**src/rtl/result_port_writer_if.sv**
```systemverilog
// Result-source handshake and data-memory write bus seen by result_port_writer.
// The writer takes the master side of the memory bus and the sink side of the result handshake.
interface result_port_writer_if;
  logic        res_valid;
  logic [31:0] res_data;
  logic        res_last;
  logic        res_ready;
  logic        mem_wen;
  logic [29:0] mem_addr;
  logic [31:0] mem_wdata;
  logic        mem_stall;

  modport master (
    input  res_valid, res_data, res_last, mem_stall,
    output res_ready, mem_wen, mem_addr, mem_wdata
  );

  modport slave (
    output res_valid, res_data, res_last, mem_stall,
    input  res_ready, mem_wen, mem_addr, mem_wdata
  );
endinterface

```
**src/rtl/result_port_writer.sv**
```systemverilog
// Test-port transmitter: begin symbol, buffered result words, end symbol, each written
// as one strobe to the data memory with a mandatory low cycle between strobes.
module result_port_writer #(
  parameter logic [29:0] TEST_PORT    = 30'hFF,
  parameter logic [31:0] BEGIN_SYMBOL = 32'h00000168,
  parameter logic [31:0] END_SYMBOL   = 32'hFFFFFD5D,
  parameter int          DEPTH        = 4,
  parameter int          MAX_RESULTS  = 32
) (
  input  logic                 clk,
  input  logic                 rst,
  input  logic                 start,
  result_port_writer_if.master bus,
  output logic                 busy,
  output logic                 done,
  output logic [6:0]           sent_count
);

  localparam int AW = $clog2(DEPTH);

  localparam logic [2:0] S_IDLE     = 3'd0;
  localparam logic [2:0] S_WR_BEGIN = 3'd1;
  localparam logic [2:0] S_GAP      = 3'd2;
  localparam logic [2:0] S_WR_DATA  = 3'd3;
  localparam logic [2:0] S_WR_END   = 3'd4;
  localparam logic [2:0] S_DONE     = 3'd5;

  logic [2:0]    state, state_nx;
  logic [31:0]   fifo [DEPTH];
  logic [AW-1:0] wr_ptr, rd_ptr;
  logic [AW:0]   count;
  logic [6:0]    acc_cnt;
  logic          last_seen, end_sent;
  logic          full, empty, push, pop, wr_done, open;
  logic [31:0]   word;

  assign full    = (count == (AW+1)'(DEPTH));
  assign empty   = (count == '0);
  assign busy    = (state == S_WR_BEGIN) || (state == S_GAP) ||
                   (state == S_WR_DATA)  || (state == S_WR_END);
  assign done    = (state == S_DONE);
  assign open    = start && ((state == S_IDLE) || (state == S_DONE));

  // Ready depends only on registered state, so no path from res_valid to res_ready.
  assign bus.res_ready = busy && !last_seen && !full;
  assign push          = bus.res_valid && bus.res_ready;

  assign bus.mem_wen = (state == S_WR_BEGIN) || (state == S_WR_DATA) || (state == S_WR_END);
  assign wr_done     = bus.mem_wen && !bus.mem_stall;
  assign pop         = (state == S_WR_DATA) && wr_done;

  always_comb begin
    word = '0;
    case (state)
      S_WR_BEGIN: word = BEGIN_SYMBOL;
      S_WR_DATA:  word = fifo[rd_ptr];
      S_WR_END:   word = END_SYMBOL;
      default:    word = '0;
    endcase
  end

  // Checker reads the port little-endian, so the readable word goes out byte-reversed.
  assign bus.mem_addr  = bus.mem_wen ? TEST_PORT : '0;
  assign bus.mem_wdata = {word[7:0], word[15:8], word[23:16], word[31:24]};

  always_comb begin
    state_nx = state;
    case (state)
      S_IDLE, S_DONE: if (start) state_nx = S_WR_BEGIN;
      S_WR_BEGIN, S_WR_DATA, S_WR_END: if (!bus.mem_stall) state_nx = S_GAP;
      S_GAP: begin
        if (end_sent)       state_nx = S_DONE;
        else if (!empty)    state_nx = S_WR_DATA;
        else if (last_seen) state_nx = S_WR_END;
      end
      default: state_nx = S_IDLE;
    endcase
  end

  always_ff @(posedge clk or posedge rst) begin
    if (rst) begin
      state      <= S_IDLE;
      wr_ptr     <= '0;
      rd_ptr     <= '0;
      count      <= '0;
      acc_cnt    <= '0;
      last_seen  <= 1'b0;
      end_sent   <= 1'b0;
      sent_count <= '0;
    end else begin
      state <= state_nx;
      if (open) begin
        wr_ptr     <= '0;
        rd_ptr     <= '0;
        count      <= '0;
        acc_cnt    <= '0;
        last_seen  <= 1'b0;
        end_sent   <= 1'b0;
        sent_count <= '0;
      end else begin
        if (push) begin
          wr_ptr  <= wr_ptr + 1'b1;
          acc_cnt <= acc_cnt + 7'd1;
          if (bus.res_last || (acc_cnt + 7'd1 == 7'(MAX_RESULTS))) last_seen <= 1'b1;
        end
        if (pop) begin
          rd_ptr     <= rd_ptr + 1'b1;
          sent_count <= sent_count + 7'd1;
        end
        case ({push, pop})
          2'b10:   count <= count + 1'b1;
          2'b01:   count <= count - 1'b1;
          default: count <= count;
        endcase
        if ((state == S_WR_END) && wr_done) end_sent <= 1'b1;
      end
    end
  end

  always_ff @(posedge clk) begin
    if (push) fifo[wr_ptr] <= bus.res_data;
  end

endmodule

```
**src/flat_wrapper.sv**
```systemverilog
// flat-port wrapper written by rule: the top's interface ports become plain ports
module result_port_writer_flat 
#(
  parameter logic [29:0] TEST_PORT    = 30'hFF,
  parameter logic [31:0] BEGIN_SYMBOL = 32'h00000168,
  parameter logic [31:0] END_SYMBOL   = 32'hFFFFFD5D,
  parameter int          DEPTH        = 4,
  parameter int          MAX_RESULTS  = 32
)
  (clk, rst, start, busy, done, sent_count, bus_res_valid, bus_res_data, bus_res_last, bus_mem_stall, bus_res_ready, bus_mem_wen, bus_mem_addr, bus_mem_wdata);
  result_port_writer_if bus_i ();
  input  logic clk;
  input  logic rst;
  input  logic start;
  output logic busy;
  output logic done;
  output logic [6:0] sent_count;
  input wire logic [$bits(bus_i.res_valid)-1:0] bus_res_valid;
  input wire logic [$bits(bus_i.res_data)-1:0] bus_res_data;
  input wire logic [$bits(bus_i.res_last)-1:0] bus_res_last;
  input wire logic [$bits(bus_i.mem_stall)-1:0] bus_mem_stall;
  output wire logic [$bits(bus_i.res_ready)-1:0] bus_res_ready;
  output wire logic [$bits(bus_i.mem_wen)-1:0] bus_mem_wen;
  output wire logic [$bits(bus_i.mem_addr)-1:0] bus_mem_addr;
  output wire logic [$bits(bus_i.mem_wdata)-1:0] bus_mem_wdata;
  assign bus_i.res_valid = bus_res_valid;
  assign bus_i.res_data = bus_res_data;
  assign bus_i.res_last = bus_res_last;
  assign bus_i.mem_stall = bus_mem_stall;
  assign bus_res_ready = bus_i.res_ready;
  assign bus_mem_wen = bus_i.mem_wen;
  assign bus_mem_addr = bus_i.mem_addr;
  assign bus_mem_wdata = bus_i.mem_wdata;
  result_port_writer #(.TEST_PORT(TEST_PORT), .BEGIN_SYMBOL(BEGIN_SYMBOL), .END_SYMBOL(END_SYMBOL), .DEPTH(DEPTH), .MAX_RESULTS(MAX_RESULTS)) u_core (.clk(clk), .rst(rst), .start(start), .bus(bus_i), .busy(busy), .done(done), .sent_count(sent_count));
endmodule
```
**config.mk**
```make
export PLATFORM = sky130hd
export DESIGN_NAME = result_port_writer_flat
export DESIGN_NICKNAME = d
export VERILOG_FILES = /design/src/rtl/result_port_writer_if.sv /design/src/rtl/result_port_writer.sv /design/src/flat_wrapper.sv
export SDC_FILE = /design/constraint.sdc
export NUM_CORES = 1
export LEC_CHECK = 0
export CORE_MARGIN = 3
export CORE_UTILIZATION = 57
export CTS_CLUSTER_SIZE = 40
export DETAILED_ROUTE_END_ITERATION = 12
export GPL_TIMING_DRIVEN = 0
export PLACE_DENSITY = 0.85
export SLEW_MARGIN = 25
export SYNTH_ARGS = -nofsm -noshare
export SYNTH_HDL_FRONTEND = slang
export SYNTH_SLANG_ARGS = --single-unit
```
**constraint.sdc**
```tcl
create_clock -name clk -period 5 [get_ports clk]
set_input_delay 1 -clock clk [delete_from_list [all_inputs] [get_ports clk]]
set_output_delay 1 -clock clk [all_outputs]
set_load 0.05 [all_outputs]
```
==> results of run 1 <==
## state kept, by name, summed over array words and instances (netlist names)
name               cells
u_core.acc_cnt         7
u_core.wr_ptr          2
u_core.count           3
u_core.sent_count      7
u_core.last_seen       1
u_core.end_sent        1
u_core.fifo          128
u_core.state           3
u_core.rd_ptr          2
## placed cells by master (no fill, tap or decap), types with 4 or more instances in the layout
cell type	count
mux4_2	32
and2_2	4
xnor2_1	6
o21ai_0	34
clkdlybuf4s50_1	88
conb_1	22
a21oi_1	5
buf_4	32
edfxtp_1	128
nor2b_1	7
clkbuf_1	12
xor2_1	7
inv_1	29
ha_1	7
and3_1	4
nor2_1	24
nand2_1	17
clkbuf_16	17
clkbuf_8	6
dfrtp_1	26
buf_2	9
nand3_1	7
## final cells by class
cell class	instances	area, um2	share of cell area, %
plain buffers	52	345.3	4.071
flip-flops and latches	154	4494	52.98
multi-input cells	209	1759	20.74
clock buffers	27	523.0	6.165
well taps	140	175.2	2.065
clock inverters	5	83.83	0.9882
inverters	31	118.9	1.401
repair buffers	92	983.4	11.59
## how the worst max path moves through the flow
stage                              endpoint                   startpoint  cells past startpoint
3_3_place_gp   u_core.fifo[2][20]$_DFFE_PP_                bus_res_valid                      5
2_1_floorplan             bus_mem_wdata[11]  u_core.state[2]$_DFFE_PP0P_                      5
5_1_grt                   bus_mem_wdata[11]  u_core.state[1]$_DFFE_PP0P_                      7
4_1_cts                   bus_mem_wdata[14]  u_core.state[1]$_DFFE_PP0P_                      7
3_5_place_dp              bus_mem_wdata[14]  u_core.state[1]$_DFFE_PP0P_                      7
6_report                  bus_mem_wdata[11]  u_core.state[1]$_DFFE_PP0P_                      7
## power groups by stage
stage          Sequential, W  Combinational [W]  Clock [W]
5_1_grt              0.00171            0.00255    0.00136
3_5_place_dp         0.00172            0.00239          0
3_3_place_gp         0.00171            0.00230          0
4_1_cts              0.00170            0.00241    0.00130
2_1_floorplan        0.00171            0.00165          0
6_report             0.00169            0.00239    0.00129
## per-layer routing
layer / vias to the layer above / global-route usage [%] / wire (um)
met2: 187 / 38.01 / 6965
met4: 0 / 9.026 / 287
met3: 20 / 7.533 / 1221
met5: - / 0 / 0
li1: 1780 / - / -
met1: 1961 / 28.68 / 5293
## synth_stat cells, types with 4 or more instances
master    number
edfxtp_1     128
o21ai_0       34
buf_4         32
mux4_2        32
inv_1         30
dfrtp_1       26
nor2_1        24
nand2_1       17
buf_2          9
clkbuf_1       8
and2_1         7
ha_1           7
nand3_1        7
nor2b_1        7
xor2_1         7
xnor2_1        6
a21oi_1        5
and3_1         4
## kinds of logic (layout without fill, tap and decap cells)
family                   Yosys count  count (layout)  synth area share, %
XOR/XNOR                          13              13                1.716
AND/OR/NAND/NOR                   81              81                6.262
other                              1              22              0.05653
AO/OA/AOI/OAI                     50              50                4.263
adder cells (fa/ha/maj)            8               8                1.622
multiplexers                      35              35                11.34
buffers and inverters             83             207                6.997
flip-flops                       154             154                67.75
## worst register-to-register path, stage by stage (launching register included)
cell and delay (ns):
dfrtp_1 0.38, buf_2 0.18, o21ai_1 0.16, and4_4 0.28
inv_4 0.04, buf_8 0.13, ha_1 0.22, fa_1 0.40
xnor2_1 0.17, or3_1 0.32, a21oi_1 0.15
## metrics by stage
stage	power, W	cells	utilization, %	area [um2]
6_report	0.005374	710	76.25	8483
3_5_place_dp	0.004106	678	70.79	7876
4_1_cts	0.005411	710	76.25	8483
5_1_grt	0.005621	710	76.25	8483
2_1_floorplan	0.003361	446	-	6713
3_3_place_gp	0.004005	674	69.83	7769
==> impl_metrics.tcl, run 1 <==
set metrics [dict create \
    timing.fmax_mhz 236.9 \
    worst_slew_pin_slew_ns 0.7104 \
    vias_per_cell 5.561 \
    ff2ff_setup_slack_ns 2.51 \
    whs_ns 0.5330 \
    nets 603 \
    vdd_drop_max_v 0.0006934 \
    cts_sinks 154 \
    wl_mm 13.77 \
    final_max_slew_viol_count 0 \
    cp_common_cell "clkbuf_1" \
    fp-row-count 38 \
    clk_pin_slew_ns 0.06 \
    start_util_pct 59.63 \
    setup_viol 0 \
    reg2reg_from "u_core.state[0]$_DFFE_PP0P_" \
    grt_pass1_vias 4155 \
    synth_seq_cells 154 \
    insertion_delay_ns 0.42 \
    synth_top_cell_by_area "edfxtp_1" \
    combPwrFrac_pct 44.5 \
    grt_pass1_wl_mm 22.21 \
    dp_hpwl_mm 9.062 \
    rsz0062_at_grt "no" \
    fin_skew_ns 0.006461 \
    cts.repair.resized 0 \
    power_density_nw_per_um2 633.5 \
    core-area_um2 11130 \
    via_count 3948 \
    critPathRequiredTime_ns 4.00 \
    area.growth.synth_to_final_pct 27.88 \
    num_antenna_cells 0 \
    netlist_area_um2 6634 \
    wl_per_cell_um 19.39 \
    drtAntennaViolNets 0 \
    swShare_pct 38.47 \
    cts_tree "yes" \
    synth.top_cell.area_share_pct 57.94 \
    power_leakage_nw 3.203 \
    slowest_delay_ns 0.75 \
    crit_type "register to primary output" \
    cts_made_buffers 17 \
    holdBufCountCts 0 \
    clock_path_buffers 2 \
    yosys_warnings 0 \
    share_seq_of_total_power_pct 31.5 \
    first_iter_violations 300 \
    syn_inst 425 \
    min_path_type "register to register" \
    period_share_pct 84.43 \
    portBuffers 88 \
    hp-start "u_core.acc_cnt[2]$_DFFE_PP0P_" \
    worst-path-buf-inv 5 \
    intPower_w 0.003307 \
    slowest_stage "clkdlybuf4s50_1" \
    cp.arrival_ns 3.22 \
    path_cells "buf_6, inv_1, or2_1, clkbuf_1, clkbuf_1, o21ai_0, clkdlybuf4s50_1" \
    place_ws_ns 1.260 \
    synth.area.top_cells "edfxtp_1 (58%), mux4_2 (11%), dfrtp_1 (9.8%), buf_4 (3.6%), o21ai_0 (2.6%)" \
    power.share.clock_pct 24.0 \
    io_pins 111 \
    place.gp.congestion 0.8212 \
    crit_family "buffers and inverters" \
    tns_ns 0 \
    whs_path_depth 1 \
    reg2reg_depth 10 \
    dieArea_um2 12970 \
    synthArstFlopShare_pct 16.88 \
    post_cts_buffers 0 \
    grtUsageTotal_pct 23.09 \
    layout_setup_ws_ns 0.7783 \
    final_hold_viol_count 0 \
    grt_max_degree 27 \
    nFillCells 649 \
    overflow 0 \
    ys.flop_type "edfxtp_1" \
    antenna_found_initial 0 \
    status "completed" \
    startpoint_type "register" \
    cp-end-kind "primary output" \
    drv_cap 0 \
    fin_crit_ns 4.222 \
    die-height_um 113.9 \
    root_buffer "clkbuf_16" \
    h-tree-depth 4 \
    relSlewSlack_pct 52.64 \
    synth_edf_count 128 \
    drive_above_1_share_pct 20.70 \
    worstReg2RegEnd "u_core.count[2]$_DFFE_PP0P_" \
    cp_max_fo 10 \
    die_x_um 113.9 \
    whs_endpoint "u_core.acc_cnt[2]$_DFFE_PP0P_" \
    switchingPower_w 0.002067 \
    drt_pass1_iterations 5 \
    seq_area_frac_synth_pct 67.75 \
    route.detailed.drc 0 \
    synth_cell_types 45 \
    synth_area_per_cell_um2 15.61 \
]
No activity file was read; power rests on OpenSTA's default activity.
==> run 2: changes to the inputs <==
- CORE_UTILIZATION: 57 -> 53
- PLACE_DENSITY: 0.85 -> 0.8
- clock period: 5 -> 4.25 ns (I/O delays scaled with it)
==> impl_metrics.tcl, run 2 (synthesis gave the netlist of run 1 again) <==
set metrics [dict create \
    grt_pass1_wl_mm 22.22 \
    fin_util_pct 69.77 \
    grt_pass1_vias 4141 \
    fin_skew_ns 0.006487 \
    final_hold_viol_count 0 \
    slowest_delay_ns 0.87 \
    whs_ns 0.5292 \
    post_cts_buffers 0 \
    path_cells "nand2b_1, or2_1, clkbuf_1, o21ai_0, clkdlybuf4s50_1" \
    multi_input_area_um2 1759 \
    h-tree-depth 4 \
    dieArea_um2 13900 \
    antenna_found_initial 0 \
    crit_family "buffers and inverters" \
    cts_tree "yes" \
    die-height_um 117.9 \
    drv_cap 0 \
    fp-row-count 40 \
    first_iter_violations 262 \
    worst_slew_pin_slew_ns 0.6699 \
    portBuffers 88 \
    top_register "u_core.fifo" \
    reg2reg_depth 10 \
    start_util_pct 54.77 \
    whs_path_depth 2 \
    via_count 3901 \
    drive_above_1_share_pct 20.04 \
    cp_max_fo 11 \
    largest_reg_flops 128 \
    power_leakage_nw 3.176 \
    grtUsageTotal_pct 21.08 \
    insertion_delay_ns 0.42 \
    wl_mm 13.69 \
    dp_hpwl_mm 8.849 \
    vdd_drop_max_v 0.0004475 \
    startpoint_type "register" \
    drtAntennaViolNets 0 \
    relSlewSlack_pct 55.34 \
    cp.arrival_ns 3.10 \
    cts.repair.resized 0 \
    die_x_um 117.9 \
    critPathRequiredTime_ns 3.40 \
    place_inst 706 \
    drt_pass1_iterations 4 \
    top_regs "u_core.fifo x128, u_core.acc_cnt x7, u_core.sent_count x7" \
    nFillCells 822 \
    route.detailed.drc 0 \
    rsz0062_at_grt "no" \
    clk_pin_slew_ns 0.06 \
    holdBufCountCts 0 \
    cts_sinks 154 \
    wl_per_cell_um 18.58 \
    regArea_um2 4494 \
    overflow 0 \
    worst-path-buf-inv 2 \
    nets 602 \
    min_path_type "register to register" \
    cp-end-kind "primary output" \
    clock_path_buffers 2 \
    crit_type "register to primary output" \
    num_antenna_cells 0 \
    layout_commonest_cell "edfxtp_1" \
    vias_per_cell 5.293 \
    crit_cells 5 \
    io_pins 111 \
    grt_max_degree 27 \
    place.gp.congestion 0.8038 \
    tns_ns 0 \
    cts_made_buffers 17 \
    root_buffer "clkbuf_16" \
    timing.fmax_mhz 253.0 \
    status "completed" \
    setup_viol 0 \
    final_max_slew_viol_count 0 \
    slowest_stage "clkdlybuf4s50_1" \
    core-area_um2 12110 \
    power_density_nw_per_um2 735.6 \
    final_cell_mix "edfxtp_1 (128), clkdlybuf4s50_1 (88), o21ai_0 (34)" \
    period_share_pct 93.01 \
    fin_crit_ns 3.953 \
    layout.cells.non_filler 737 \
    area.growth.synth_to_final_pct 27.39 \
]
[run 2: cell types whose count changed in the layout (fill, tap and decap cells not counted)]
| cell | previous run | this run |
|---|---|---|
| clkbuf_1 | 12 | 10 |
| clkbuf_8 | 6 | 0 |
| clkinv_1 | 0 | 5 |
| clkinvlp_4 | 2 | 1 |
| clkinv_4 | 1 | 0 |
| clkinv_2 | 0 | 4 |
[run 2: power by group]
part           switching [W]  leakage (nW)  total (W)  internal, W
sequential          0.000101          1.50    0.00199      0.00189
clock               0.000553         0.265    0.00140     0.000847
combinational        0.00178          1.41    0.00282      0.00104
[run 2: worst min-delay path: cells and delay by family (launching register included)]
kind             cells  cell delay [ns]
AND/OR/NAND/NOR      2             0.13
flip-flops           1             0.36
[run 2: worst paths after layout]
check	slack [ns]	start	endpoint
min in group asynchronous	0.81	rst	u_core.sent_count[6]$_DFFE_PP0P_
max reg2reg	1.81	u_core.state[0]$_DFFE_PP0P_	u_core.count[2]$_DFFE_PP0P_
max in group asynchronous	3.08	rst	u_core.wr_ptr[0]$_DFFE_PP0P_
max	0.30	u_core.state[2]$_DFFE_PP0P_	bus_mem_wdata[19]
min reg2reg	0.53	u_core.end_sent$_DFFE_PP0P_	u_core.end_sent$_DFFE_PP0P_
min	0.53	u_core.end_sent$_DFFE_PP0P_	u_core.end_sent$_DFFE_PP0P_
[run 2: through the flow]
step	setup slack [ns]	power, W	instance area (um2)
3_3_place_gp	0.5464	0.004724	7804
3_5_place_dp	0.6453	0.004837	7911
5_1_grt	0.1230	0.006519	8451
2_1_floorplan	1.162	0.003955	6713
4_1_cts	0.1526	0.006263	8454
6_report	0.2971	0.006217	8451
[run 2: metal layers]
layer  global-route usage (%)  vias up  part of all wire, %
met5                        0        -                    0
met4                    7.839        0                  1.8
met3                    5.911       21                  6.8
met2                    34.67      168                   51
met1                    26.95     1932                   41
li1                         -     1780                    -
[run 2: layout make-up]
class	instances	share of cell area, %
multi-input cells	209	20.82
flip-flops and latches	154	53.18
plain buffers	51	4.042
repair buffers	92	11.64
well taps	168	2.487
inverters	31	1.407
clock inverters	12	1.259
clock buffers	20	5.167
==> run 3: changes to the inputs <==
- CTS_BUF_LIST: unset -> sky130_fd_sc_hd__clkbuf_8 sky130_fd_sc_hd__clkbuf_16
==> impl_metrics.tcl, run 3 (synthesis gave the netlist of run 1 again) <==
set metrics [dict create \
    grt_max_degree 27 \
    largest_reg_flops 128 \
    grt_pass1_vias 4141 \
    min_path_type "register to register" \
    share_seq_of_total_power_pct 32.1 \
    clock_path_buffers 2 \
    intPower_w 0.003773 \
    insertion_delay_ns 0.42 \
    place_ws_ns 0.6453 \
    drtAntennaViolNets 0 \
    top_register "u_core.fifo" \
    overflow 0 \
    final_max_slew_viol_count 0 \
    holdBufCountCts 0 \
    root_buffer "clkbuf_16" \
    place.gp.congestion 0.8038 \
    tns_ns 0 \
    switchingPower_w 0.002440 \
    route.detailed.drc 0 \
    portBuffers 88 \
    crit_type "register to primary output" \
    die-height_um 117.9 \
    via_count 3897 \
    dieArea_um2 13900 \
    vdd_drop_max_v 0.0004471 \
    swShare_pct 39.28 \
    worst_slew_pin_slew_ns 0.6866 \
    die_x_um 117.9 \
    nets 602 \
    vias_per_cell 5.288 \
    period_share_pct 93.26 \
    timing.fmax_mhz 252.3 \
    grt_pass1_wl_mm 22.22 \
    core-area_um2 12110 \
    combPwrFrac_pct 45.5 \
    start_util_pct 54.77 \
    power.share.clock_pct 22.4 \
    drt_pass1_iterations 5 \
    setup_viol 0 \
    multi_input_area_um2 1759 \
    rsz0062_at_grt "no" \
    dp_hpwl_mm 8.849 \
    wl_per_cell_um 18.61 \
    status "completed" \
    fin_crit_ns 3.964 \
    io_pins 111 \
    cp.arrival_ns 3.11 \
    relSlewSlack_pct 54.23 \
    slowest_delay_ns 0.87 \
    top_regs "u_core.fifo x128, u_core.acc_cnt x7, u_core.sent_count x7" \
    final_cell_mix "edfxtp_1 (128), clkdlybuf4s50_1 (88), o21ai_0 (34)" \
    regArea_um2 4494 \
    layout_commonest_cell "edfxtp_1" \
    final_hold_viol_count 0 \
    critPathRequiredTime_ns 3.40 \
    cp_max_fo 11 \
    power_leakage_nw 3.189 \
    clk_pin_slew_ns 0.06 \
    slowest_stage "clkdlybuf4s50_1" \
    fp-row-count 40 \
    first_iter_violations 265 \
    power_density_nw_per_um2 735.2 \
    fin_skew_ns 0.005226 \
    num_antenna_cells 0 \
    drive_above_1_share_pct 20.04 \
    wl_mm 13.72 \
    layout_setup_ws_ns 0.2864 \
    cts_sinks 154 \
    area.growth.synth_to_final_pct 27.39 \
    h-tree-depth 4 \
    post_cts_buffers 0 \
    cts_tree "yes" \
    cts_made_buffers 17 \
    path_cells "nand2b_1, or2_1, clkbuf_1, o21ai_0, clkdlybuf4s50_1" \
    fin_util_pct 69.77 \
    antenna_found_initial 0 \
    cts.repair.resized 0 \
    grtUsageTotal_pct 21.08 \
    drv_cap 0 \
    startpoint_type "register" \
    nFillCells 822 \
    cp-end-kind "primary output" \
]
## run 3: routing by layer
metal	part of all wire (%)	wire length [um]	GRT usage (%)	up-vias
met5	0	0	0	-
met4	1.8	251	7.839	0
met3	6.8	928	5.911	21
met2	50	6918	34.67	168
met1	41	5621	26.95	1928
li1	-	-	-	1780
## run 3: worst max-delay path: cells and delay by family, from the launching register on
kind	cells	cell delay, ns
DFF	1	0.38
and+or+nand+nor	2	0.76
buffers and inverters	2	1.20
AOI/OAI and AO/OA	1	0.34
## run 3: per-stage QoR
step | power [W] | std cells | area, um2 | hold slack (ns)
floorplan | 0.003955 | 446 | 6713 | 0.4794
global placement | 0.004724 | 702 | 7804 | 0.5091
detailed placement | 0.004837 | 706 | 7911 | 0.5162
CTS | 0.006256 | 738 | 8454 | 0.5286
global route | 0.006512 | 737 | 8451 | 0.5723
finish | 0.006213 | 737 | 8451 | 0.5291
## run 3: final timing paths
path,startpoint,endpoint,slack [ns],cells past startpoint
setup / recovery,u_core.state[2]$_DFFE_PP0P_,bus_mem_wdata[23],0.29,5
hold / removal,u_core.end_sent$_DFFE_PP0P_,u_core.end_sent$_DFFE_PP0P_,0.53,2
setup reg to reg,u_core.state[0]$_DFFE_PP0P_,u_core.count[2]$_DFFE_PP0P_,1.81,10
hold reg to reg,u_core.end_sent$_DFFE_PP0P_,u_core.end_sent$_DFFE_PP0P_,0.53,2
max in group asynchronous,rst,u_core.wr_ptr[0]$_DFFE_PP0P_,3.08,2
min in group asynchronous,rst,u_core.sent_count[6]$_DFFE_PP0P_,0.81,2
## run 3: cell type report
type                            count  share of cell area, %
Sequential cell                   154                  53.18
Multi-Input combinational cell    209                  20.82
Timing Repair Buffer               92                  11.64
Clock buffer                       17                  5.034
Buffer                             51                  4.042
Tap cell                          168                  2.487
Inverter                           31                  1.407
Clock inverter                     15                  1.392
## run 3: power by group through the flow
stage	clock [W]	combinational (W)	sequential, W
2_1_floorplan	0	0.00194	0.00201
3_3_place_gp	0	0.00272	0.00201
3_5_place_dp	0	0.00282	0.00202
4_1_cts	0.00141	0.00285	0.00199
5_1_grt	0.00149	0.00301	0.00201
6_report	0.00139	0.00282	0.00199
